File: config.mk
export PLATFORM = sky130hd
export DESIGN_NAME = tt_pin_host
export DESIGN_NICKNAME = d
export VERILOG_FILES = /design/src/rtl/tt_pin_pkg.sv /design/src/rtl/tt_pin_host_sync.sv /design/src/rtl/tt_pin_host.sv
export SDC_FILE = /design/constraint.sdc
export NUM_CORES = 1
export LEC_CHECK = 0
export CELL_PAD_IN_SITES_DETAIL_PLACEMENT = 1
export CELL_PAD_IN_SITES_GLOBAL_PLACEMENT = 2
export CORE_MARGIN = 2
export CORE_UTILIZATION = 27
export DETAILED_ROUTE_END_ITERATION = 10
export PLACE_DENSITY = 0.83
export REMOVE_ABC_BUFFERS = 1
export SETUP_SLACK_MARGIN = 0.2
export SYNTH_ARGS = -nofsm -noshare
export SYNTH_HDL_FRONTEND = slang
export SYNTH_SLANG_ARGS = --single-unit
File: constraint.sdc
create_clock -name clk -period 2.4 [get_ports clk]
set_input_delay 0.36 -clock clk [delete_from_list [all_inputs] [get_ports clk]]
set_output_delay 0.36 -clock clk [all_outputs]
set_load 0.05 [all_outputs]
File: src/rtl/tt_pin_pkg.sv
// Shared types and pin/frame bit positions for the Tiny Tapeout pin-bus host.
package tt_pin_pkg;

    typedef enum logic [1:0] {
        IDLE  = 2'd0,
        SETUP = 2'd1,
        WAIT  = 2'd2,
        RESP  = 2'd3
    } state_e;

    localparam int REQ_BIT  = 0;
    localparam int ACK_BIT  = 0;
    localparam int WR_BIT   = 7;
    localparam int ADDR_MSB = 6;

    function automatic logic [7:0] make_byte0(input logic wr, input logic [ADDR_MSB:0] addr);
        logic [7:0] b;
        b = 8'd0;
        b[WR_BIT] = wr;
        b[ADDR_MSB:0] = addr;
        return b;
    endfunction

endpackage

File: src/rtl/tt_pin_host_sync.sv
// Multi-flop synchroniser for a single asynchronous bit; clears to 0 on reset.
module tt_sync_bit #(
    parameter int STAGES = 2
) (
    input  logic clk,
    input  logic rst_n,
    input  logic d,
    output logic q
);

    logic [STAGES-1:0] chain_q;
    logic [STAGES-1:0] chain_d;

    // shift the raw input one stage further each cycle
    always_comb begin
        chain_d = {chain_q[STAGES-2:0], d};
    end

    // synchroniser flops
    always_ff @(posedge clk or negedge rst_n) begin
        if (!rst_n) begin
            chain_q <= {STAGES{1'b0}};
        end else begin
            chain_q <= chain_d;
        end
    end

    assign q = chain_q[STAGES-1];

endmodule

File: src/rtl/tt_pin_host.sv
// Host-side initiator for the Tiny Tapeout pin bus: frames commands into req/ack
// toggle transfers on ui_in/uio_in and returns read data or an error.
module tt_pin_host
    import tt_pin_pkg::*;
#(
    parameter int TIMEOUT_CYCLES = 255,
    parameter int SYNC_STAGES    = 2
) (
    input  logic       clk,
    input  logic       rst_n,
    input  logic       cmd_valid,
    output logic       cmd_ready,
    input  logic       cmd_write,
    input  logic [6:0] cmd_addr,
    input  logic [7:0] cmd_wdata,
    output logic       rsp_valid,
    input  logic       rsp_ready,
    output logic [7:0] rsp_rdata,
    output logic       rsp_err,
    output logic [7:0] pin_ui_in,
    output logic [7:0] pin_uio_in,
    input  logic [7:0] pin_uo_out,
    input  logic [7:0] pin_uio_out,
    input  logic [7:0] pin_uio_oe
);

    localparam int TCNT_W = $clog2(TIMEOUT_CYCLES + 1);
    localparam logic [TCNT_W-1:0] TCNT_LIMIT = TCNT_W'(TIMEOUT_CYCLES);

    state_e            state_q, state_d;
    logic              cmd_ready_q, cmd_ready_d;
    logic              wr_q, wr_d;
    logic [7:0]        wdata_q, wdata_d;
    logic              idx_q, idx_d;
    logic              req_q, req_d;
    logic              ack_prev_q, ack_prev_d;
    logic [TCNT_W-1:0] tcnt_q, tcnt_d;
    logic [7:0]        ui_q, ui_d;
    logic              rsp_valid_q, rsp_valid_d;
    logic [7:0]        rsp_rdata_q, rsp_rdata_d;
    logic              rsp_err_q, rsp_err_d;

    logic              ack_s;
    logic              ack_edge_s;
    logic              accept_s;
    logic              oe_lost_s;
    logic              timeout_s;
    logic [TCNT_W-1:0] tcnt_inc_s;
    logic [7:0]        uio_in_s;
    logic              unused_s;

    tt_sync_bit #(.STAGES(SYNC_STAGES)) u_ack_sync (
        .clk   (clk),
        .rst_n (rst_n),
        .d     (pin_uio_out[ACK_BIT]),
        .q     (ack_s)
    );

    // handshake, edge and timeout qualifiers
    always_comb begin
        accept_s   = (state_q == IDLE) && cmd_valid && cmd_ready_q;
        ack_edge_s = (ack_s != ack_prev_q);
        oe_lost_s  = !pin_uio_oe[ACK_BIT];
        tcnt_inc_s = (tcnt_q == TCNT_LIMIT) ? tcnt_q : (tcnt_q + TCNT_W'(1));
        timeout_s  = (tcnt_inc_s == TCNT_LIMIT);
    end

    // next-state logic; a lost ack driver outranks the ack edge, which outranks timeout
    always_comb begin
        state_d = state_q;
        case (state_q)
            IDLE: begin
                if (accept_s) state_d = SETUP;
                else          state_d = IDLE;
            end
            SETUP: state_d = WAIT;
            WAIT: begin
                if (oe_lost_s)                   state_d = RESP;
                else if (ack_edge_s && wr_q && !idx_q) state_d = SETUP;
                else if (ack_edge_s || timeout_s) state_d = RESP;
                else                             state_d = WAIT;
            end
            RESP: begin
                if (rsp_ready) state_d = IDLE;
                else           state_d = RESP;
            end
            default: state_d = IDLE;
        endcase
    end

    // datapath and response next values
    always_comb begin
        cmd_ready_d = (state_d == IDLE);
        wr_d        = wr_q;
        wdata_d     = wdata_q;
        idx_d       = idx_q;
        req_d       = req_q;
        ack_prev_d  = ack_prev_q;
        tcnt_d      = tcnt_q;
        ui_d        = ui_q;
        rsp_valid_d = rsp_valid_q;
        rsp_rdata_d = rsp_rdata_q;
        rsp_err_d   = rsp_err_q;
        case (state_q)
            IDLE: begin
                ack_prev_d = ack_s;
                if (accept_s) begin
                    wr_d    = cmd_write;
                    wdata_d = cmd_wdata;
                    ui_d    = make_byte0(cmd_write, cmd_addr);
                    idx_d   = 1'b0;
                end else begin
                    ui_d = ui_q;
                end
            end
            SETUP: begin
                req_d  = ~req_q;
                tcnt_d = {TCNT_W{1'b0}};
            end
            WAIT: begin
                tcnt_d = tcnt_inc_s;
                if (oe_lost_s) begin
                    rsp_valid_d = 1'b1;
                    rsp_err_d   = 1'b1;
                    rsp_rdata_d = 8'd0;
                end else if (ack_edge_s) begin
                    ack_prev_d = ack_s;
                    if (wr_q && !idx_q) begin
                        ui_d  = wdata_q;
                        idx_d = 1'b1;
                    end else begin
                        rsp_valid_d = 1'b1;
                        rsp_err_d   = 1'b0;
                        rsp_rdata_d = wr_q ? 8'd0 : pin_uo_out;
                    end
                end else if (timeout_s) begin
                    rsp_valid_d = 1'b1;
                    rsp_err_d   = 1'b1;
                    rsp_rdata_d = 8'd0;
                end else begin
                    rsp_valid_d = 1'b0;
                end
            end
            RESP: begin
                if (rsp_ready) begin
                    rsp_valid_d = 1'b0;
                    rsp_rdata_d = 8'd0;
                    rsp_err_d   = 1'b0;
                end else begin
                    rsp_valid_d = 1'b1;
                end
            end
            default: begin
                rsp_valid_d = 1'b0;
            end
        endcase
    end

    // state and datapath registers
    always_ff @(posedge clk or negedge rst_n) begin
        if (!rst_n) begin
            state_q     <= IDLE;
            cmd_ready_q <= 1'b0;
            wr_q        <= 1'b0;
            wdata_q     <= 8'd0;
            idx_q       <= 1'b0;
            req_q       <= 1'b0;
            ack_prev_q  <= 1'b0;
            tcnt_q      <= {TCNT_W{1'b0}};
            ui_q        <= 8'd0;
            rsp_valid_q <= 1'b0;
            rsp_rdata_q <= 8'd0;
            rsp_err_q   <= 1'b0;
        end else begin
            state_q     <= state_d;
            cmd_ready_q <= cmd_ready_d;
            wr_q        <= wr_d;
            wdata_q     <= wdata_d;
            idx_q       <= idx_d;
            req_q       <= req_d;
            ack_prev_q  <= ack_prev_d;
            tcnt_q      <= tcnt_d;
            ui_q        <= ui_d;
            rsp_valid_q <= rsp_valid_d;
            rsp_rdata_q <= rsp_rdata_d;
            rsp_err_q   <= rsp_err_d;
        end
    end

    // uio_in carries only the req toggle
    always_comb begin
        uio_in_s          = 8'd0;
        uio_in_s[REQ_BIT] = req_q;
    end

    assign unused_s   = ^{pin_uio_out[7:1], pin_uio_oe[7:1]};
    assign cmd_ready  = cmd_ready_q;
    assign rsp_valid  = rsp_valid_q;
    assign rsp_rdata  = rsp_rdata_q;
    assign rsp_err    = rsp_err_q;
    assign pin_ui_in  = ui_q;
    assign pin_uio_in = uio_in_s;

endmodule

== Yosys cells after proc, flatten, opt, wreduce, memory -nomap -nowiden ==
Index checks and enable logic that the tools add are counted.
Operators by class
  magnitude comparators: 0
  mux-type cells: 40
  equal/unequal tests: 13
  add/subtract/negate cells: 1
  divide/modulo/power cells: 0
  shift operators: 0
  reductions and logical operators: 17
  bitwise gates (word level): 1
  multiply operators: 0
Operators by type and width (count)
  2-to-1 mux 8 bit: 11
  one-hot mux 8 bit (2 select lines): 3
  2-to-1 mux 1 bit: 18
  == test 8 bit, second input constant: 2
  != test 2 bit, second input constant: 5
  adder 8 x 1 -> 8 bit, second input constant: 1
  != test 4 bit, second input constant: 2
  one-hot mux 1 bit (2 select lines): 4
  one-hot mux 2 bit (4 select lines): 1
  2-to-1 mux 2 bit: 3
  nonzero test 2 bit: 3
  logical AND 1 bit: 5
  AND reduction 5 bit: 1
  == test 2 bit, second input constant: 2
  logical NOT 2 bit: 2
  AND reduction 2 bit: 2
  AND reduction 4 bit: 1
  AND reduction 3 bit: 1
  == test 2 x 1 -> 1 bit, second input constant: 1
  logical NOT 1 bit: 1
  logical OR 1 bit: 1
  != test 1 bit: 1
  inverter 1 bit: 1
Word-level totals
  output and inout bits: 27
  memories: 0
  ROM bits: 0
  RAM bits: 0
  logic and storage cells: 85
  input port bits: 44
  latch bits: 0
  bits in registers: 43

== Logic depth before layout (Yosys ltp) ==
Gate-level depths: netlist (run 1).
  word-level depth: 9
  mapped depth: 9
  mapped depth without buffers: 8

== By module ==
Synthesis (run 1) repeated with hierarchy kept, for this count alone.
Unflattened totals
  cell total of the unflattened synthesis: 217
  area total of the unflattened synthesis: 2262.2 um^2
By module, submodules not included
  tt_pin_host: cells each 215, instances 1, seq. area each 1026.0 um^2, area each 2212.1 um^2
  tt_sync_bit: cells each 2, instances 1, seq. area each 50.0 um^2, area each 50.0 um^2

== Least setup slack after synthesis (run 1) ==
OpenSTA, ideal clock, no wires.
  path kind: register -> register
  from: register tcnt_q[0]
  to: register rsp_rdata_q[0] (netlist: rsp_rdata[0])
  data required time: 2.279 ns
  setup slack: 0.267 ns
  period minus slack after synthesis: 2.133 ns
  data arrival time: 2.012 ns
  buffers on the path: 0
  stages on the path, launching flop included: 8
  cell sequence: dfrtp_1 ha_1 nand4_2 xnor2_1 a21oi_1 or4_4 a41o_4 a22o_1
Between the ends
  longest elaborated chain between the ends: 5
Ends and longest elaborated chain
  from (decl): line tt_pin_host.sv:37  | logic [TCNT_W-1:0] tcnt_q, tcnt_d;
  from (signal assigned): line tt_pin_host.sv:169  | tcnt_q <= {TCNT_W{1'b0}};
  from (signal assigned): line tt_pin_host.sv:182  | tcnt_q <= tcnt_d;
  adder 8 x 1 -> 8 bit / == test 8 bit (equally long branches): line tt_pin_host.sv:64  | tcnt_inc_s = (tcnt_q == TCNT_LIMIT) ? tcnt_q : (tcnt_q + TCNT_W'(1));
  2-to-1 mux 8 bit *: line tt_pin_host.sv:64
  == test 8 bit *: line tt_pin_host.sv:65  | timeout_s = (tcnt_inc_s == TCNT_LIMIT);
  != test 4 bit (no source line) *
  AND reduction 4 bit (no source line) *
  to (signal assigned): line tt_pin_host.sv:185  | rsp_rdata_q <= rsp_rdata_d;
  to (decl): line tt_pin_host.sv:40  | logic [7:0] rsp_rdata_q, rsp_rdata_d;
Mark *: on every way between the ends. The rest lies on a longest branch, timed or not.
A chain may end at the register's enable or synchronous reset.

== Final worst setup path (run 1) ==
  from: register tcnt_q[0]
  to: register rsp_err_q (netlist: rsp_err)
Between the ends
  longest elaborated chain between the ends: 5
Ends and longest elaborated chain
  adder 8 x 1 -> 8 bit / == test 8 bit (equally long branches): line tt_pin_host.sv:64
  2-to-1 mux 8 bit *: line tt_pin_host.sv:64
  == test 8 bit *: line tt_pin_host.sv:65
  != test 4 bit (no source line) *
  AND reduction 4 bit (no source line) *
  to (signal assigned): line tt_pin_host.sv:186  | rsp_err_q <= rsp_err_d;
  to (decl): line tt_pin_host.sv:41  | logic rsp_err_q, rsp_err_d;
Marked as above.

==> results of run 1 <==
-- through the flow --
| stage | instance area (sq um) | hold slack [ns] | setup WS (ns) |
|---|---|---|---|
| after floorplan | 2073 | 0.06441 | 0.08235 |
| after global placement | 2769 | 0.2220 | 0.1361 |
| after detailed placement | 2769 | 0.2210 | 0.07685 |
| after CTS | 2890 | 0.3601 | 0.2093 |
| after global routing | 2904 | 0.3684 | 0.1862 |
| final | 2904 | 0.3594 | 0.2586 |
-- power breakdown --
part | total (W) | switching, W | leakage (nW) | internal (W)
Clock | 0.000460 | 0.000256 | 0.0412 | 0.000204
Sequential | 0.00119 | 0.000186 | 0.536 | 0.00101
Combinational | 0.00210 | 0.00128 | 0.666 | 0.000818
Total | 0.00375 | 0.00172 | 1.24 | 0.00203
-- sequential cells by signal, indices dropped and copies added, names as in the netlist --
name and count:
req_q 1, rsp_err 1, wdata_q 8, pin_ui_in 8, idx_q 1, rsp_valid 1, tcnt_q 8, ack_prev_q 1
wr_q 1, state_q 2, u_ack_sync.chain_q 2, rsp_rdata 8, cmd_ready 1
-- metal layers --
layer,track usage,wire (microns),vias to the layer above
met4,0.04412,81,0
met2,0.2035,2431,34
met1,0.1771,2609,837
li1,-,-,830
met5,0,0,-
met3,0.03062,198,6
-- layout make-up --
| class | count | area [sq um] |
|---|---|---|
| clock buffers | 6 | 72.57 |
| clock inverters | 2 | 12.51 |
| fillers | 855 | 4823 |
| inverters | 7 | 26.28 |
| multi-input cells | 143 | 1002 |
| flip-flops and latches | 43 | 1077 |
| well taps | 102 | 127.6 |
| repair buffers | 62 | 585.6 |
-- Yosys cell counts, drive strengths merged, types with 2 or more instances --
library cell and number:
xor2 2, o31ai 3, and3 4, buf 10
a21oi 26, a22o 8, ha 5, mux2i 9
nand2 15, mux2 11, o21ai 10, nor2 15
nor3 3, a31oi 3, clkbuf 6, xnor2 2
nand3 5, dfrtp 43, inv 7
-- cells in the final DEF, fill, tap and decap left out, types with 2 or more instances in the layout --
| master | Yosys | layout |
|---|---|---|
| sky130_fd_sc_hd__buf_4 | 8 | 12 |
| sky130_fd_sc_hd__ha_1 | 5 | 4 |
| sky130_fd_sc_hd__mux2_2 | 10 | 10 |
| sky130_fd_sc_hd__o31ai_1 | 3 | 3 |
| sky130_fd_sc_hd__nor2_1 | 15 | 15 |
| sky130_fd_sc_hd__clkdlybuf4s50_1 | 0 | 48 |
| sky130_fd_sc_hd__and3_1 | 3 | 3 |
| sky130_fd_sc_hd__nand3_2 | 0 | 2 |
| sky130_fd_sc_hd__a21oi_1 | 26 | 26 |
| sky130_fd_sc_hd__inv_1 | 7 | 7 |
| sky130_fd_sc_hd__dfrtp_1 | 43 | 42 |
| sky130_fd_sc_hd__nand2_1 | 15 | 15 |
| sky130_fd_sc_hd__o21ai_0 | 10 | 10 |
| sky130_fd_sc_hd__nor3_1 | 3 | 3 |
| sky130_fd_sc_hd__xnor2_1 | 2 | 2 |
| sky130_fd_sc_hd__nand3_1 | 5 | 3 |
| sky130_fd_sc_hd__mux2i_1 | 9 | 9 |
| sky130_fd_sc_hd__clkbuf_8 | 0 | 5 |
| sky130_fd_sc_hd__conb_1 | 1 | 7 |
| sky130_fd_sc_hd__a31oi_1 | 3 | 3 |
| sky130_fd_sc_hd__xor2_1 | 2 | 2 |
| sky130_fd_sc_hd__a22o_1 | 8 | 8 |
-- timing repair --
action                                  4_1_cts  5_1_grt
endpoints found under the setup margin        9       17
setup buffers                                 0        1
pin swaps                                     1        0
hold endpoints to repair                      6        0
gates resized for setup                       4        2
hold buffers                                  1        0
-- worst max-delay path: stages, from the launching register on --
cell	delay, ns
sky130_fd_sc_hd__dfrtp_1	0.35
sky130_fd_sc_hd__buf_4	0.12
sky130_fd_sc_hd__ha_4	0.17
sky130_fd_sc_hd__nand4_4	0.12
sky130_fd_sc_hd__xnor2_1	0.17
sky130_fd_sc_hd__a21oi_1	0.08
sky130_fd_sc_hd__or4_4	0.54
sky130_fd_sc_hd__mux2_4	0.33
sky130_fd_sc_hd__o221ai_2	0.17
-- how the worst max path moves through the flow --
stage | end | slack (ns)
after floorplan | pin_ui_in[0] | 0.08
after global placement | rsp_rdata[5] | 0.14
after detailed placement | rsp_rdata[7] | 0.08
after CTS | rsp_err | 0.21
after global routing | rsp_err | 0.19
final | rsp_err | 0.26
-- cell families after synthesis --
family / synth area share
buf+inv: 0.05546
xor+xnor: 0.01635
simple gates: 0.1103
fa+ha+maj: 0.02919
flops: 0.5020
compound gates: 0.1833
other cells: 0.001750
mux: 0.1016
==> results.json, run 1 <==
{
  "clock_skew_ns": 0.002412,
  "critical_path.reg2reg.endpoint": "rsp_err",
  "first_global_vias": 1788,
  "global_route.overflow_total": 0,
  "clock_sink_count": 43,
  "finalPower_w": 0.003752,
  "routed-via-count": 1707,
  "postSynthCellCount": 203,
  "fp.dieArea_sq_um": 8667,
  "layoutNonFillerInstCount": 365,
  "floorplan.rows": 32,
  "power_leakage_nw": 1.243,
  "grt_use_total": 0.1301,
  "clk-insertion-delay-late_ns": 0.30,
  "syn_to_final_growth_pct": 35.49,
  "htreeDepth": 2,
  "drc": 0,
  "maxCapViolCount": 0,
  "worstHoldPathType": "reg -> reg",
  "final_util": 0.3758,
  "yosysWarningCount": 0,
  "vdd_ir_drop_max_mv": 0.5308,
  "share_of_post_route_cells_with_drive_strength_above_1": 0.1673,
  "power_density_nw_per_um2": 1292,
  "min_period_ns": 2.141,
  "ys_async_sr_fraction": 1.000,
  "critical_path_arrival_ns": 2.35,
  "ios": 71,
  "antenna-diode-count": 0,
  "antenna_found_initial": 0,
  "totalNegativeSetupSlack_ns": 0,
  "cp_max_fo": 6,
  "effective_utilization_at_floorplan": 0.2774,
  "hold_startpoint": "u_ack_sync.chain_q[0]",
  "setup_viols_final": 0,
  "avgRoutedWirePerCell_microns": 14.58,
  "synthDominantAreaCellType": "sky130_fd_sc_hd__dfrtp_1",
  "clk_transition_reported_paths_ns": 0.08,
  "path_class": "reg -> reg",
  "synth_enable_flop_cells": 0,
  "ctsRootBufferMaster": "sky130_fd_sc_hd__clkbuf_8",
  "rsz_0062_raised_after_global_routing": "yes",
  "design.final.nets": 311,
  "tightestPinTransition_ns": 0.5604,
  "cts_made_buffers": 5,
  "clock_tree_from_tritoncts": "built",
  "synth.ff_latch_count": 43,
  "hold_viol": 0,
  "timing.final.max_slew_violations": 0,
  "global_placer_s_final_weighted_congestion": 0.7795,
  "drt.antenna.violating_nets": 0,
  "combined_area_of_all_synthesized_cells_sq_um": 2143,
  "holdPathStages": 0,
  "route.final.wire_length_mm": 5.320,
  "placedCellCount": 355,
  "drt_first_pass_iters": 4,
  "port-buffer-count": 49,
  "max_freq_mhz": 467.0,
  "biggest_area_contributors_in_the_synthesized_netlist": "sky130_fd_sc_hd__dfrtp_1, sky130_fd_sc_hd__a21oi_1, sky130_fd_sc_hd__mux2_2, sky130_fd_sc_hd__mux2i_1, sky130_fd_sc_hd__a22o_1",
  "via_per_inst": 4.677,
  "post_synth_num_cell_types": 40,
  "post-dp-hpwl_mm": 3.931,
  "detailedRoute.firstIterationViolations": 75,
  "timing.critical_path.required_ns": 2.61,
  "synth_largest_type_area_fraction": 0.5020,
  "final_min_period_over_clock_period": 0.8922,
  "ys_dominant_reg_cell": "sky130_fd_sc_hd__dfrtp_1",
  "syn_avg_cell_area_sq_um": 10.56,
  "max-clock-path-buffers": 2,
  "kind_of_start_point_of_the_critical_path": "flop",
  "worstSetupStartpoint": "tcnt_q[0]",
  "worst_slew_margin_rel": 0.6256,
  "grt_first_pass_wirelength_mm": 8.845,
  "ff2ff_setup_slack_ns": 0.26,
  "run_status": "finished clean",
  "worstHoldEndpoint": "u_ack_sync.chain_q[1]",
  "die_h_microns": 93.10,
  "r2r_start": "tcnt_q[0]",
  "pin_count_of_the_biggest_net_entering_global_routing": 23,
  "core_area_sq_um": 7727,
  "reg2regPathDepth": 8,
  "worstSetupEndpointType": "flop",
  "seq_area_frac_synth": 0.5020,
  "die_w_microns": 93.10
}
(Power assumes the default switching activity.)
==> run 2: changes to the inputs <==
--- a/config.mk
+++ b/config.mk
@@ -7,11 +7,11 @@
 export LEC_CHECK = 0
 export CELL_PAD_IN_SITES_DETAIL_PLACEMENT = 1
 export CELL_PAD_IN_SITES_GLOBAL_PLACEMENT = 2
+export CORE_ASPECT_RATIO = 1.1
 export CORE_MARGIN = 2
 export CORE_UTILIZATION = 27
 export DETAILED_ROUTE_END_ITERATION = 10
 export PLACE_DENSITY = 0.83
-export REMOVE_ABC_BUFFERS = 1
 export SETUP_SLACK_MARGIN = 0.2
 export SYNTH_ARGS = -nofsm -noshare
 export SYNTH_HDL_FRONTEND = slang
==> results.json, run 2 (same netlist as run 1, synthesis figures left out) <==
{
  "run_status": "finished clean",
  "timing.final.max_slew_violations": 0,
  "ctsRootBufferMaster": "sky130_fd_sc_hd__clkbuf_8",
  "path_class": "reg -> reg",
  "grt_use_total": 0.1271,
  "syn_to_final_growth_pct": 39.46,
  "critical-path-slowest-cell": "sky130_fd_sc_hd__or4_4",
  "vdd_ir_drop_max_mv": 0.4330,
  "antenna_found_initial": 0,
  "critical_path_arrival_ns": 2.33,
  "r2r_start": "tcnt_q[0]",
  "max_freq_mhz": 467.2,
  "drc": 0,
  "mostFrequentLayoutCells": "sky130_fd_sc_hd__clkdlybuf4s50_1, sky130_fd_sc_hd__dfrtp_1, sky130_fd_sc_hd__a21oi_1, sky130_fd_sc_hd__nor2_1, sky130_fd_sc_hd__nand2_1",
  "core_area_sq_um": 7828,
  "worstSetupStartpoint": "tcnt_q[0]",
  "power_density_nw_per_um2": 1303,
  "avgRoutedWirePerCell_microns": 14.29,
  "port-buffer-count": 49,
  "pin_count_of_the_biggest_net_entering_global_routing": 28,
  "clk_transition_reported_paths_ns": 0.08,
  "post-dp-hpwl_mm": 3.902,
  "grt_first_pass_wirelength_mm": 8.742,
  "max-clock-path-buffers": 2,
  "drt.antenna.violating_nets": 0,
  "setup_viols_final": 0,
  "cts_made_buffers": 5,
  "timing.critical_path.slowest_cell_delay_ns": 0.56,
  "clock_skew_ns": 0.005427,
  "design.final.nets": 314,
  "seqPwrFrac": 0.310,
  "worstHoldPathType": "in -> async",
  "clk-insertion-delay-late_ns": 0.29,
  "totalNegativeSetupSlack_ns": 0,
  "first_global_vias": 1805,
  "power.share.switching": 0.4428,
  "share_of_post_route_cells_with_drive_strength_above_1": 0.2030,
  "antenna-diode-count": 0,
  "tightestPinTransition_ns": 0.6188,
  "total_switching_power_w": 0.001724,
  "final_min_period_over_clock_period": 0.8919,
  "route.final.wire_length_mm": 5.345,
  "stdcell_area_sq_um": 2989,
  "timing.hold.ws_ns": 0.06928,
  "mostFrequentLayoutCell": "sky130_fd_sc_hd__clkdlybuf4s50_1",
  "crit_chain": "buf_6 -> and3_4 -> o221a_1 -> o31ai_1 -> or4_4 -> a41o_4 -> a22o_1",
  "clock_tree_from_tritoncts": "built",
  "htreeDepth": 2,
  "hold_viol": 0,
  "fp.dieArea_sq_um": 8668,
  "via_per_inst": 4.647,
  "detailedRoute.firstIterationViolations": 41,
  "pwr-share-comb": 0.545,
  "kind_of_start_point_of_the_critical_path": "flop",
  "effective_utilization_at_floorplan": 0.2738,
  "power_leakage_nw": 1.286,
  "global_route.overflow_total": 0,
  "cts-hold-fix-buffers": 0,
  "floorplan.rows": 34,
  "min_period_ns": 2.140,
  "rsz_0062_raised_after_global_routing": "yes",
  "cp_max_fo": 8,
  "postPlaceCellArea_sq_um": 2784,
  "timing.critical_path.required_ns": 2.59,
  "ios": 71,
  "worst_slew_margin_rel": 0.5875,
  "die_w_microns": 88.95,
  "clock_power_share": 0.145,
  "clock_sink_count": 43,
  "p_int_w": 0.002170,
  "die_h_microns": 97.45,
  "drt_first_pass_iters": 4,
  "routed-via-count": 1738,
  "maxCapViolCount": 0,
  "worstSetupEndpointType": "flop",
  "global_placer_s_final_weighted_congestion": 0.7573
}
[run 2: layout make-up]
| class | count | area (sq um) |
|---|---|---|
| Multi-Input combinational cell | 143 | 1023 |
| Clock buffer | 5 | 68.82 |
| Sequential cell | 43 | 1079 |
| Clock inverter | 3 | 43.79 |
| Inverter | 7 | 26.28 |
| Fill cell | 890 | 4838 |
| Tap cell | 108 | 135.1 |
| Timing Repair Buffer | 65 | 613.1 |
[run 2: worst paths after layout]
check                                        end  slack, ns  cells after the start
max in group asynchronous             wdata_q[4]       1.76                      2
setup reg to reg                    rsp_rdata[6]       0.26                      7
min in group clk           u_ack_sync.chain_q[1]       0.37                      0
hold / removal                           rsp_err       0.07                      1
setup / recovery                    rsp_rdata[6]       0.26                      7
hold reg to reg            u_ack_sync.chain_q[1]       0.37                      0
[run 2: metal layers]
| metal | track usage | vias up | wire length (microns) |
|---|---|---|---|
| met2 | 0.2107 | 35 | 2656 |
| li1 | - | 835 | - |
| met4 | 0.03789 | 0 | 76 |
| met5 | 0 | - | 0 |
| met3 | 0.02549 | 5 | 209 |
| met1 | 0.1652 | 863 | 2401 |
[run 2: what timing repair did]
action | in CTS | in global routing
pin swaps | 0 | 5
buffers inserted | 1 | 3
cloned | 0 | 0
gates resized for setup | 3 | 10
endpoints found under the setup margin | 8 | 15
[run 2: power by group through the flow]
stage / combinational (W) / clock, W / sequential, W
final: 0.00212 / 0.000565 / 0.00121
after global routing: 0.00230 / 0.000620 / 0.00125
after CTS: 0.00210 / 0.000590 / 0.00120
after detailed placement: 0.00208 / 0 / 0.00121
after floorplan: 0.000957 / 0 / 0.00167
after global placement: 0.00203 / 0 / 0.00120
[run 2: critical path: cells and delay by family (launching register included)]
kind / cells / cell delay [ns]
AOI/OAI and AO/OA: 4 / 0.74
buffers and inverters: 1 / 0.13
DFF: 1 / 0.41
and+or+nand+nor: 2 / 0.77
[run 2: per-stage QoR]
stage                     total power (W)  utilization  setup WS, ns  cells
final                            0.003894       0.3819        0.2595    374
after global routing             0.004169       0.3819        0.1818    374
after CTS                        0.003896       0.3731        0.2042    371
after floorplan                  0.002627            -        0.2672    209
after global placement           0.003232       0.3557        0.2156    362
after detailed placement         0.003294       0.3557        0.1800    362
==> run 3: changes to the inputs <==
--- a/config.mk
+++ b/config.mk
@@ -12,6 +12,7 @@
 export CORE_UTILIZATION = 27
 export DETAILED_ROUTE_END_ITERATION = 10
 export PLACE_DENSITY = 0.83
+export REMOVE_ABC_BUFFERS = 1
 export SETUP_SLACK_MARGIN = 0.2
 export SYNTH_ARGS = -nofsm -noshare
 export SYNTH_HDL_FRONTEND = slang
==> results.json, run 3 (same netlist as run 1, synthesis figures left out) <==
{
  "ctsRootBufferMaster": "sky130_fd_sc_hd__clkbuf_8",
  "setup_viols_final": 0,
  "power_leakage_nw": 1.258,
  "route.final.wire_length_mm": 5.163,
  "hold_viol": 0,
  "global_route.overflow_total": 0,
  "run_status": "finished clean",
  "grt_first_pass_wirelength_mm": 8.797,
  "routed-via-count": 1744,
  "cp_max_fo": 6,
  "clock_skew_ns": 0.004409,
  "clk-insertion-delay-late_ns": 0.29,
  "kind_of_start_point_of_the_critical_path": "flop",
  "clock_sink_count": 43,
  "timing.final.max_slew_violations": 0,
  "global_placer_s_final_weighted_congestion": 0.7833,
  "maxCapViolCount": 0,
  "detailedRoute.firstIterationViolations": 41,
  "max_freq_mhz": 471.5,
  "floorplan.rows": 34,
  "worstHoldPathType": "in -> async",
  "totalNegativeSetupSlack_ns": 0,
  "share_of_post_route_cells_with_drive_strength_above_1": 0.1780,
  "effective_utilization_at_floorplan": 0.2738,
  "total_switching_power_w": 0.001712,
  "seqPwrFrac": 0.316,
  "syn_to_final_growth_pct": 36.60,
  "max-clock-path-buffers": 2,
  "antenna_found_initial": 0,
  "core_area_sq_um": 7828,
  "ios": 71,
  "grt_use_total": 0.1285,
  "port-buffer-count": 49,
  "design.final.nets": 312,
  "first_global_vias": 1878,
  "clk_transition_reported_paths_ns": 0.08,
  "htreeDepth": 2,
  "cts_made_buffers": 5,
  "vdd_ir_drop_max_mv": 0.5826,
  "mostFrequentLayoutCell": "sky130_fd_sc_hd__clkdlybuf4s50_1",
  "die_w_microns": 88.95,
  "power.share.switching": 0.4527,
  "mostFrequentLayoutCells": "sky130_fd_sc_hd__clkdlybuf4s50_1, sky130_fd_sc_hd__dfrtp_1, sky130_fd_sc_hd__a21oi_1, sky130_fd_sc_hd__nor2_1, sky130_fd_sc_hd__nand2_1",
  "drc": 0,
  "pin_count_of_the_biggest_net_entering_global_routing": 44,
  "drt.antenna.violating_nets": 0,
  "timing.critical_path.required_ns": 2.61,
  "pwr-share-comb": 0.565,
  "path_class": "reg -> reg",
  "power_density_nw_per_um2": 1292,
  "antenna-diode-count": 0,
  "finalPower_w": 0.003782,
  "clock_power_share": 0.119,
  "drt_first_pass_iters": 4,
  "critical_path_arrival_ns": 2.33,
  "avgRoutedWirePerCell_microns": 13.88,
  "p_int_w": 0.002070,
  "tightestPinTransition_ns": 0.5578,
  "fp.dieArea_sq_um": 8668,
  "post-dp-hpwl_mm": 3.776,
  "die_h_microns": 97.45,
  "worst_slew_margin_rel": 0.6281,
  "final_min_period_over_clock_period": 0.8837,
  "worstSetupEndpointType": "flop",
  "clock_tree_from_tritoncts": "built",
  "cts-hold-fix-buffers": 0,
  "rsz_0062_raised_after_global_routing": "yes",
  "via_per_inst": 4.688,
  "min_period_ns": 2.121
}
## run 3: changes by cell type in the layout (fill, tap and decap cells not counted), sizes merged
| cell | change |
|---|---|
| buf | -2 |
| bufinv | -1 |
| clkbuf | +1 |
| clkinv | -1 |
| clkinvlp | +1 |
## run 3: what timing repair did
action | in CTS | in global routing
setup buffers | 0 | 2
resized for setup | 3 | 5
endpoints found under the hold margin | 0 | 0
endpoints found under the setup margin | 9 | 9
pin swaps | 0 | 3
## run 3: routing by layer
metal  up-vias  track usage  share of wire
met3         5      0.02974          0.044
met2        39       0.2135           0.50
met1       865       0.1574           0.44
met4         0      0.05281          0.015
met5         -            0              0
li1        835            -              -
## run 3: layout make-up
cell class              count  area (sq um)
clock buffers               6         72.57
clock inverters             2         12.51
fillers                   926          4900
inverters                   7         26.28
multi-input cells         143          1010
flip-flops and latches     43          1077
well taps                 108         135.1
repair buffers             63         594.3
## run 3: stage by stage
step / std cells / hold slack [ns] / utilization / setup slack, ns / area [sq um]
4_1_cts: 370 / 0.1491 / 0.3686 / 0.2035 / 2885
2_1_floorplan: 193 / 0.06441 / - / 0.08235 / 2073
6_report: 372 / 0.1176 / 0.3740 / 0.2791 / 2928
3_5_place_dp: 362 / 0.3387 / 0.3557 / 0.1301 / 2784
3_3_place_gp: 362 / 0.3366 / 0.3557 / 0.1508 / 2784
5_1_grt: 372 / 0.1846 / 0.3740 / 0.1755 / 2928
## run 3: power by group through the flow
| stage | sequential [W] | combinational [W] | clock, W |
|---|---|---|---|
| global route | 0.00124 | 0.00232 | 0.000509 |
| CTS | 0.00119 | 0.00212 | 0.000478 |
| finish | 0.00120 | 0.00214 | 0.000450 |
| detailed placement | 0.00120 | 0.00212 | 0 |
| floorplan | 0.00170 | 0.000882 | 0 |
| global placement | 0.00119 | 0.00207 | 0 |
## run 3: path summary, 6_finish.rpt
| kind | start | to | slack [ns] | cells past startpoint |
|---|---|---|---|---|
| hold / removal | rst_n | tcnt_q[4] | 0.12 | 2 |
| setup / recovery | tcnt_q[1] | rsp_err | 0.28 | 7 |
| max in group asynchronous | rst_n | tcnt_q[3] | 1.85 | 2 |
| min in group clk | u_ack_sync.chain_q[0] | u_ack_sync.chain_q[1] | 0.36 | 0 |
| hold reg to reg | u_ack_sync.chain_q[0] | u_ack_sync.chain_q[1] | 0.36 | 0 |
| setup reg to reg | tcnt_q[1] | rsp_err | 0.28 | 7 |
## run 3: critical path: stages (launching register included)
cell,delay (ns)
sky130_fd_sc_hd__dfrtp_1,0.42
sky130_fd_sc_hd__ha_4,0.19
sky130_fd_sc_hd__nand4_4,0.13
sky130_fd_sc_hd__xnor2_2,0.15
sky130_fd_sc_hd__a21oi_1,0.08
sky130_fd_sc_hd__or4_4,0.59
sky130_fd_sc_hd__mux2_4,0.33
sky130_fd_sc_hd__o221ai_2,0.16
